## config.mk

```make
export PLATFORM = sky130hd
export DESIGN_NAME = vga_frame_reader_flat
export DESIGN_NICKNAME = d
export VERILOG_FILES = /design/src/rtl/vga_frame_reader_pkg.sv /design/src/rtl/vga_frame_reader_if.sv /design/src/rtl/vga_sync_counter.sv /design/src/rtl/vga_frame_reader.sv /design/src/flat_wrapper.sv
export SDC_FILE = /design/constraint.sdc
export NUM_CORES = 1
export LEC_CHECK = 0
export ABC_AREA = 0
export CORE_ASPECT_RATIO = 0.6
export CORE_MARGIN = 2
export CORE_UTILIZATION = 30
export DETAILED_ROUTE_END_ITERATION = 12
export DONT_BUFFER_PORTS = 1
export HOLD_SLACK_MARGIN = 0.1
export SLEW_MARGIN = 0
export SYNTH_ARGS = -nofsm -noshare
export SYNTH_HDL_FRONTEND = slang
export SYNTH_SLANG_ARGS = --single-unit
```

## constraint.sdc

```tcl
create_clock -name clk -period 1.7 [get_ports clk]
set_input_delay 0.17 -clock clk [delete_from_list [all_inputs] [get_ports clk]]
set_output_delay 0.17 -clock clk [all_outputs]
set_load 0.02 [all_outputs]
```

## src/rtl/vga_frame_reader_pkg.sv

```systemverilog
// Shared timing defaults, the pipeline control word and helpers for the
// VGA frame-buffer read side.
package vga_frame_reader_pkg;

    localparam int unsigned H_VIS_DEF  = 640;
    localparam int unsigned H_FP_DEF   = 16;
    localparam int unsigned H_SYNC_DEF = 96;
    localparam int unsigned H_BP_DEF   = 48;
    localparam int unsigned V_VIS_DEF  = 480;
    localparam int unsigned V_FP_DEF   = 10;
    localparam int unsigned V_SYNC_DEF = 2;
    localparam int unsigned V_BP_DEF   = 33;

    // Control bits that travel alongside the pixel through the read pipeline
    typedef struct packed {
        logic vis;
        logic hs;
        logic vs;
        logic fs;
    } vga_ctl_t;

    function automatic int unsigned cnt_width(input int unsigned n);
        return (n <= 2) ? 1 : $clog2(n);
    endfunction

endpackage

```

## src/rtl/vga_frame_reader_if.sv

```systemverilog
// Frame-buffer read port: registered-read RAM, data valid one clock after address.
interface vga_frame_reader_if #(
    parameter int unsigned AW = 15,
    parameter int unsigned DW = 3
);
    logic [AW-1:0] addr_out;
    logic [DW-1:0] data_in;

    modport master (output addr_out, input data_in);
    modport slave  (input addr_out, output data_in);
endinterface

```

## src/rtl/vga_sync_counter.sv

```systemverilog
// Raster counters: h_cnt/v_cnt with visible window, raw sync windows and
// end-of-line / end-of-frame strobes (sync flags are active-high here).
module vga_sync_counter
    import vga_frame_reader_pkg::*;
#(
    parameter int unsigned H_VIS  = H_VIS_DEF,
    parameter int unsigned H_FP   = H_FP_DEF,
    parameter int unsigned H_SYNC = H_SYNC_DEF,
    parameter int unsigned H_BP   = H_BP_DEF,
    parameter int unsigned V_VIS  = V_VIS_DEF,
    parameter int unsigned V_FP   = V_FP_DEF,
    parameter int unsigned V_SYNC = V_SYNC_DEF,
    parameter int unsigned V_BP   = V_BP_DEF,
    parameter int unsigned HW     = 10,
    parameter int unsigned VW     = 10
) (
    input  logic          clk,
    input  logic          reset,
    output logic [HW-1:0] h_cnt,
    output logic [VW-1:0] v_cnt,
    output logic          visible,
    output logic          hsync_act,
    output logic          vsync_act,
    output logic          line_end,
    output logic          frame_end
);
    localparam int unsigned H_TOT = H_VIS + H_FP + H_SYNC + H_BP;
    localparam int unsigned V_TOT = V_VIS + V_FP + V_SYNC + V_BP;

    localparam logic [HW-1:0] H_VIS_C  = HW'(H_VIS);
    localparam logic [HW-1:0] H_SS_C   = HW'(H_VIS + H_FP);
    localparam logic [HW-1:0] H_SE_C   = HW'(H_VIS + H_FP + H_SYNC);
    localparam logic [HW-1:0] H_LAST_C = HW'(H_TOT - 1);
    localparam logic [VW-1:0] V_VIS_C  = VW'(V_VIS);
    localparam logic [VW-1:0] V_SS_C   = VW'(V_VIS + V_FP);
    localparam logic [VW-1:0] V_SE_C   = VW'(V_VIS + V_FP + V_SYNC);
    localparam logic [VW-1:0] V_LAST_C = VW'(V_TOT - 1);

    always_comb begin
        line_end  = (h_cnt == H_LAST_C);
        frame_end = line_end && (v_cnt == V_LAST_C);
        visible   = (h_cnt < H_VIS_C) && (v_cnt < V_VIS_C);
        hsync_act = (h_cnt >= H_SS_C) && (h_cnt < H_SE_C);
        vsync_act = (v_cnt >= V_SS_C) && (v_cnt < V_SE_C);
    end

    always_ff @(posedge clk or posedge reset) begin
        if (reset) begin
            h_cnt <= '0;
            v_cnt <= '0;
        end else if (line_end) begin
            h_cnt <= '0;
            v_cnt <= (v_cnt == V_LAST_C) ? '0 : v_cnt + 1'b1;
        end else begin
            h_cnt <= h_cnt + 1'b1;
        end
    end

endmodule

```

## src/rtl/vga_frame_reader.sv

```systemverilog
// VGA read side: raster timing, multiplier-free upscaled buffer addressing and
// a 3-stage pipeline aligning RGB, syncs and frame_start at the pins.
module vga_frame_reader
    import vga_frame_reader_pkg::*;
#(
    parameter int unsigned AW          = 15,
    parameter int unsigned DW          = 3,
    parameter int unsigned FB_W        = 160,
    parameter int unsigned FB_H        = 120,
    parameter int unsigned SCALE_SHIFT = 2,
    parameter int unsigned H_VIS       = H_VIS_DEF,
    parameter int unsigned H_FP        = H_FP_DEF,
    parameter int unsigned H_SYNC      = H_SYNC_DEF,
    parameter int unsigned H_BP        = H_BP_DEF,
    parameter int unsigned V_VIS       = V_VIS_DEF,
    parameter int unsigned V_FP        = V_FP_DEF,
    parameter int unsigned V_SYNC      = V_SYNC_DEF,
    parameter int unsigned V_BP        = V_BP_DEF,
    parameter bit          SYNC_POL    = 1'b0
) (
    input  logic                 clk,
    input  logic                 reset,
    vga_frame_reader_if.master   fb,
    output logic                 vga_r,
    output logic                 vga_g,
    output logic                 vga_b,
    output logic                 vga_hsync,
    output logic                 vga_vsync,
    output logic                 frame_start
);
    localparam int unsigned H_TOT = H_VIS + H_FP + H_SYNC + H_BP;
    localparam int unsigned V_TOT = V_VIS + V_FP + V_SYNC + V_BP;
    localparam int unsigned HW    = cnt_width(H_TOT);
    localparam int unsigned VW    = cnt_width(V_TOT);

    localparam logic [VW-1:0] V_LAST_VIS = VW'(V_VIS - 1);
    localparam logic [AW-1:0] ROW_STEP   = AW'(FB_W);
    localparam logic          SYNC_ON    = SYNC_POL;

    logic [HW-1:0] h_cnt;
    logic [VW-1:0] v_cnt;
    logic          visible, hsync_act, vsync_act, line_end, frame_end;
    logic [AW-1:0] row_base;
    logic [AW-1:0] col;
    vga_ctl_t      ctl0, st1, st2;

    vga_sync_counter #(
        .H_VIS (H_VIS),  .H_FP (H_FP),  .H_SYNC (H_SYNC), .H_BP (H_BP),
        .V_VIS (V_VIS),  .V_FP (V_FP),  .V_SYNC (V_SYNC), .V_BP (V_BP),
        .HW    (HW),     .VW   (VW)
    ) u_cnt (
        .clk       (clk),
        .reset     (reset),
        .h_cnt     (h_cnt),
        .v_cnt     (v_cnt),
        .visible   (visible),
        .hsync_act (hsync_act),
        .vsync_act (vsync_act),
        .line_end  (line_end),
        .frame_end (frame_end)
    );

    always_comb begin
        col      = AW'(h_cnt >> SCALE_SHIFT);
        ctl0.vis = visible;
        ctl0.hs  = hsync_act;
        ctl0.vs  = vsync_act;
        ctl0.fs  = (h_cnt == '0) && (v_cnt == '0);
    end

    // Advance one buffer row after every 2^SCALE_SHIFT display lines
    always_ff @(posedge clk or posedge reset) begin
        if (reset) begin
            row_base <= '0;
        end else if (line_end) begin
            if (frame_end)
                row_base <= '0;
            else if ((v_cnt < V_LAST_VIS) && (&v_cnt[SCALE_SHIFT-1:0]))
                row_base <= row_base + ROW_STEP;
        end
    end

    // Stage 1 issues the address, stage 2 waits on the RAM, stage 3 drives pins
    always_ff @(posedge clk or posedge reset) begin
        if (reset) begin
            fb.addr_out <= '0;
            st1         <= '0;
            st2         <= '0;
            vga_r       <= 1'b0;
            vga_g       <= 1'b0;
            vga_b       <= 1'b0;
            vga_hsync   <= ~SYNC_ON;
            vga_vsync   <= ~SYNC_ON;
            frame_start <= 1'b0;
        end else begin
            fb.addr_out <= visible ? row_base + col : '0;
            st1         <= ctl0;
            st2         <= st1;
            vga_r       <= st2.vis & fb.data_in[2];
            vga_g       <= st2.vis & fb.data_in[1];
            vga_b       <= st2.vis & fb.data_in[0];
            vga_hsync   <= st2.hs ? SYNC_ON : ~SYNC_ON;
            vga_vsync   <= st2.vs ? SYNC_ON : ~SYNC_ON;
            frame_start <= st2.fs;
        end
    end

endmodule

```

## src/flat_wrapper.sv

```systemverilog
// flat-port wrapper written by rule: the top's interface ports become plain ports
module vga_frame_reader_flat import vga_frame_reader_pkg::*;
#(
    parameter int unsigned AW          = 15,
    parameter int unsigned DW          = 3,
    parameter int unsigned FB_W        = 160,
    parameter int unsigned FB_H        = 120,
    parameter int unsigned SCALE_SHIFT = 2,
    parameter int unsigned H_VIS       = H_VIS_DEF,
    parameter int unsigned H_FP        = H_FP_DEF,
    parameter int unsigned H_SYNC      = H_SYNC_DEF,
    parameter int unsigned H_BP        = H_BP_DEF,
    parameter int unsigned V_VIS       = V_VIS_DEF,
    parameter int unsigned V_FP        = V_FP_DEF,
    parameter int unsigned V_SYNC      = V_SYNC_DEF,
    parameter int unsigned V_BP        = V_BP_DEF,
    parameter bit          SYNC_POL    = 1'b0
)
  (clk, reset, vga_r, vga_g, vga_b, vga_hsync, vga_vsync, frame_start, fb_addr_out, fb_data_in);
  vga_frame_reader_if #(.AW(AW), .DW(DW)) fb_i ();
  input  logic clk;
  input  logic reset;
  output logic vga_r;
  output logic vga_g;
  output logic vga_b;
  output logic vga_hsync;
  output logic vga_vsync;
  output logic frame_start;
  output wire logic [$bits(fb_i.addr_out)-1:0] fb_addr_out;
  input wire logic [$bits(fb_i.data_in)-1:0] fb_data_in;
  assign fb_addr_out = fb_i.addr_out;
  assign fb_i.data_in = fb_data_in;
  vga_frame_reader #(.AW(AW), .DW(DW), .FB_W(FB_W), .FB_H(FB_H), .SCALE_SHIFT(SCALE_SHIFT), .H_VIS(H_VIS), .H_FP(H_FP), .H_SYNC(H_SYNC), .H_BP(H_BP), .V_VIS(V_VIS), .V_FP(V_FP), .V_SYNC(V_SYNC), .V_BP(V_BP), .SYNC_POL(SYNC_POL)) u_core (.clk(clk), .reset(reset), .fb(fb_i), .vga_r(vga_r), .vga_g(vga_g), .vga_b(vga_b), .vga_hsync(vga_hsync), .vga_vsync(vga_vsync), .frame_start(frame_start));
endmodule
```

==> summary.txt <==
end of the critical path: u_core.u_cnt.v_cnt[3]
Placed Instances: 431
crit-path cells: ha_4, nand3_4, or4_4, or3_1, a21oi_2
Comb pwr share: 0.013
period utilization: 1.022
clock root cell: clkbuf_16
syn avg cell area: 10.57 um2
Ys Warns: 0
CP required: 1.95 ns
design area: 0.003897 mm2
first drt pass iteration count: 4
Final Net Count: 334
WL/cell: 15.35 um
startpoint types: flop
run status: finished with violations
Final Slew Violations: 0
FF+latch count, synth: 59
die height: 79.14 um
largest fanout on the critical path: 3
Die W: 129.2 um
Max Clock Freq: 0.5756 GHz
Yosys cell types: 42
RSZ-0062 raised after global routing: yes
Worst Path Arrival: 1.99 ns
DRT iter0 DRCs: 121
largest net degree at the start of global routing: 42
Site Rows: 27
Most used DFF post-synth: dfrtp_1
Clock Path Buffers: 2
Initial Util: 0.3083
number of synthesized flops with an enable pin: 0
post-synth top area share: 0.5053
static leakage: 1.676 nW
worst hold path class: input pin to asynchronous set/reset pin
switching power: 0.6882 mW
biggest cell delay along the critical path: 0.53 ns
kind of critical path: flop to flop
min cycle time layout: 1.737 ns
worst hold slack: 0.3004 ns
sequential share of power: 0.432
final wirelength: 6986 um
Pint: 2.596 mW
antenna viol nets, final: 0
clk sinks: 59
Via density: 4.952
GPL Wtd Cong: 0.8529
via count: 2253
Area Growth Syn to Fin: 38.08%
Reg2Reg Depth: 5
violated checks: negative setup slack
DRC: 0
critical register-to-register path endpoint: u_core.u_cnt.v_cnt[3]
fill count: 849
Area contributors post-synth: dfrtp_1, ha_1, o21ai_0
first-pass GRT wire length: 11080 um
GRT Total Usage: 0.1434
synthesized instance count: 267
PwrDens: 842.6 mW/mm2
Synth async-reset ratio: 1.000
antenna violations before repair: 0
IO buf count: 0
area leader, netlist: dfrtp_1
CTS tree: done
Setup TNS Final: -0.08876 ns
Worst-Margin Slew: 0.7481 ns
most frequent cell after synthesis: dfrtp_1
slew margin rel.: 0.5013
GRT Residual Overflow: 0
Post-Syn Area: 0.002823 mm2
Clock Power Share: 0.555
Final Util: 0.4257
Core Area: 0.009155 mm2
Synthesized Nets: 281
Critical-path top delay cell: or4_4
share of post-route cells with drive strength above 1: 0.3262
Post-synth top cells: dfrtp_1, o21ai_0, nor2_1
PnR worst setup slack: -0.03742 ns
Worst Skew: 0.009875 ns
fin cells: 455
vias in the first global route: 2072
setup slack, reg-to-reg: -0.04 ns
worst vdd ir: 434.8 uV
Placed Instance Area: 0.003333 mm2
Critical path origin: u_core.u_cnt.h_cnt[0]
setup violators final: 5
IO Count: 26
Sw Ratio: 0.2095
H-tree Lvls: 3
die area: 0.01023 mm2
CTS Buf Count: 9
Reg-to-Reg Start: u_core.u_cnt.h_cnt[0]
Clock Latency Late Sink: 0.33 ns
dpl hpwl: 4848 um
hold violation count in the final report: 0
Reg clk slew, reported paths: 0.06 ns
Critical Path End Type: flop
number of antenna diodes: 0
sequential fraction of the synthesis area: 0.5239
Max Cap Viol: 0
placed cells by master, fill, tap and decap left out, types with 6 or more instances in the layout:
cell       count
a21oi_1        8
a21oi_2        6
and2_1         9
and3_1         7
buf_4         45
buf_6          6
clkbuf_16      9
dfrtp_1       55
ha_1           6
inv_1         10
mux2i_1        7
nand2_1        7
nand3_1       11
nor2_1        13
o21ai_0       17
or3_1          7
xnor2_1       10
xor2_1         6
worst min-delay path by stage:
| stage | from | to | slack (ns) |
|---|---|---|---|
| finish | reset | u_core.fb.addr_out[12] | 0.30 |
| detailed placement | reset | u_core.fb.addr_out[8] | 0.09 |
| global route | reset | u_core.fb.addr_out[12] | 0.33 |
| floorplan | fb_data_in[2] | u_core.vga_r | 0.30 |
| CTS | reset | u_core.fb.addr_out[12] | 0.31 |
| global placement | reset | u_core.fb.addr_out[8] | 0.08 |
flip-flops by register name, indices dropped and copies added (netlist names):
name / cells
u_core.st2: 4
u_core.u_cnt.v_cnt: 10
u_core.fb.addr_out: 15
u_core.row_base: 10
u_core.vga_g: 1
u_core.vga_b: 1
u_core.frame_start: 1
u_core.st1: 4
u_core.vga_r: 1
u_core.u_cnt.h_cnt: 10
u_core.vga_hsync: 1
u_core.vga_vsync: 1
layer usage:
metal	vias up	wire length, um	part of all wire	GRT usage
met1	1091	3542	0.51	0.2127
met5	-	0	0	0
met4	0	28	0.0040	0.04348
met3	4	595	0.085	0.05593
met2	88	2820	0.40	0.1874
li1	1070	-	-	-
critical path, delay by kind of cell, from the launching register on:
| family | cells | cell delay (ns) |
|---|---|---|
| AND/OR/NAND/NOR | 3 | 0.95 |
| flip-flops | 1 | 0.39 |
| AO/OA/AOI/OAI | 1 | 0.15 |
| adder cells (fa/ha/maj) | 1 | 0.17 |
power by group through the flow:
stage,Combinational [mW],Sequential (mW),Clock [mW]
2_1_floorplan,0.0241,1.44,0
3_5_place_dp,0.0395,1.44,0
5_1_grt,0.0515,1.42,1.93
3_3_place_gp,0.0388,1.44,0
6_report,0.0437,1.42,1.82
4_1_cts,0.0468,1.42,1.86
cells by family (layout without fill, tap and decap cells):
kind of cell | Yosys count | after routing | synth area share
AND/OR/NAND/NOR | 102 | 102 | 0.2221
flip-flops | 59 | 59 | 0.5239
AO/OA/AOI/OAI | 48 | 48 | 0.09885
buffers and inverters | 25 | 83 | 0.03945
XOR/XNOR | 16 | 16 | 0.04964
adder cells (fa/ha/maj) | 9 | 9 | 0.03989
multiplexers | 7 | 7 | 0.02482
other | 1 | 1 | 0.001329
through the flow:
stage                     setup slack [ns]  power (mW)
after floorplan                    0.01559       1.467
after global placement            -0.02901       1.482
after detailed placement          -0.06658       1.482
after CTS                         -0.02796       3.326
after global routing               -0.1142       3.396
final                             -0.03742       3.284
repair_timing:
action                                  4_1_cts  5_1_grt
hold buffers                                  4        0
endpoints found under the setup margin       15       31
gates resized for setup                      16       25
hold endpoints to repair                     21        0
pin swaps                                     4        8
buffers inserted                              2        2
gates cloned                                  0        0
final cells by class:
| cell class | count | area [um2] | share of cell area |
|---|---|---|---|
| inverters | 11 | 41.29 | 0.01059 |
| repair buffers | 56 | 465.4 | 0.1194 |
| clock inverters | 6 | 65.06 | 0.01669 |
| clock buffers | 10 | 239.0 | 0.06132 |
| multi-input cells | 183 | 1443 | 0.3701 |
| well taps | 130 | 162.7 | 0.04173 |
| flip-flops and latches | 59 | 1481 | 0.3801 |
Note: power is estimated with default switching activity, not from simulation.
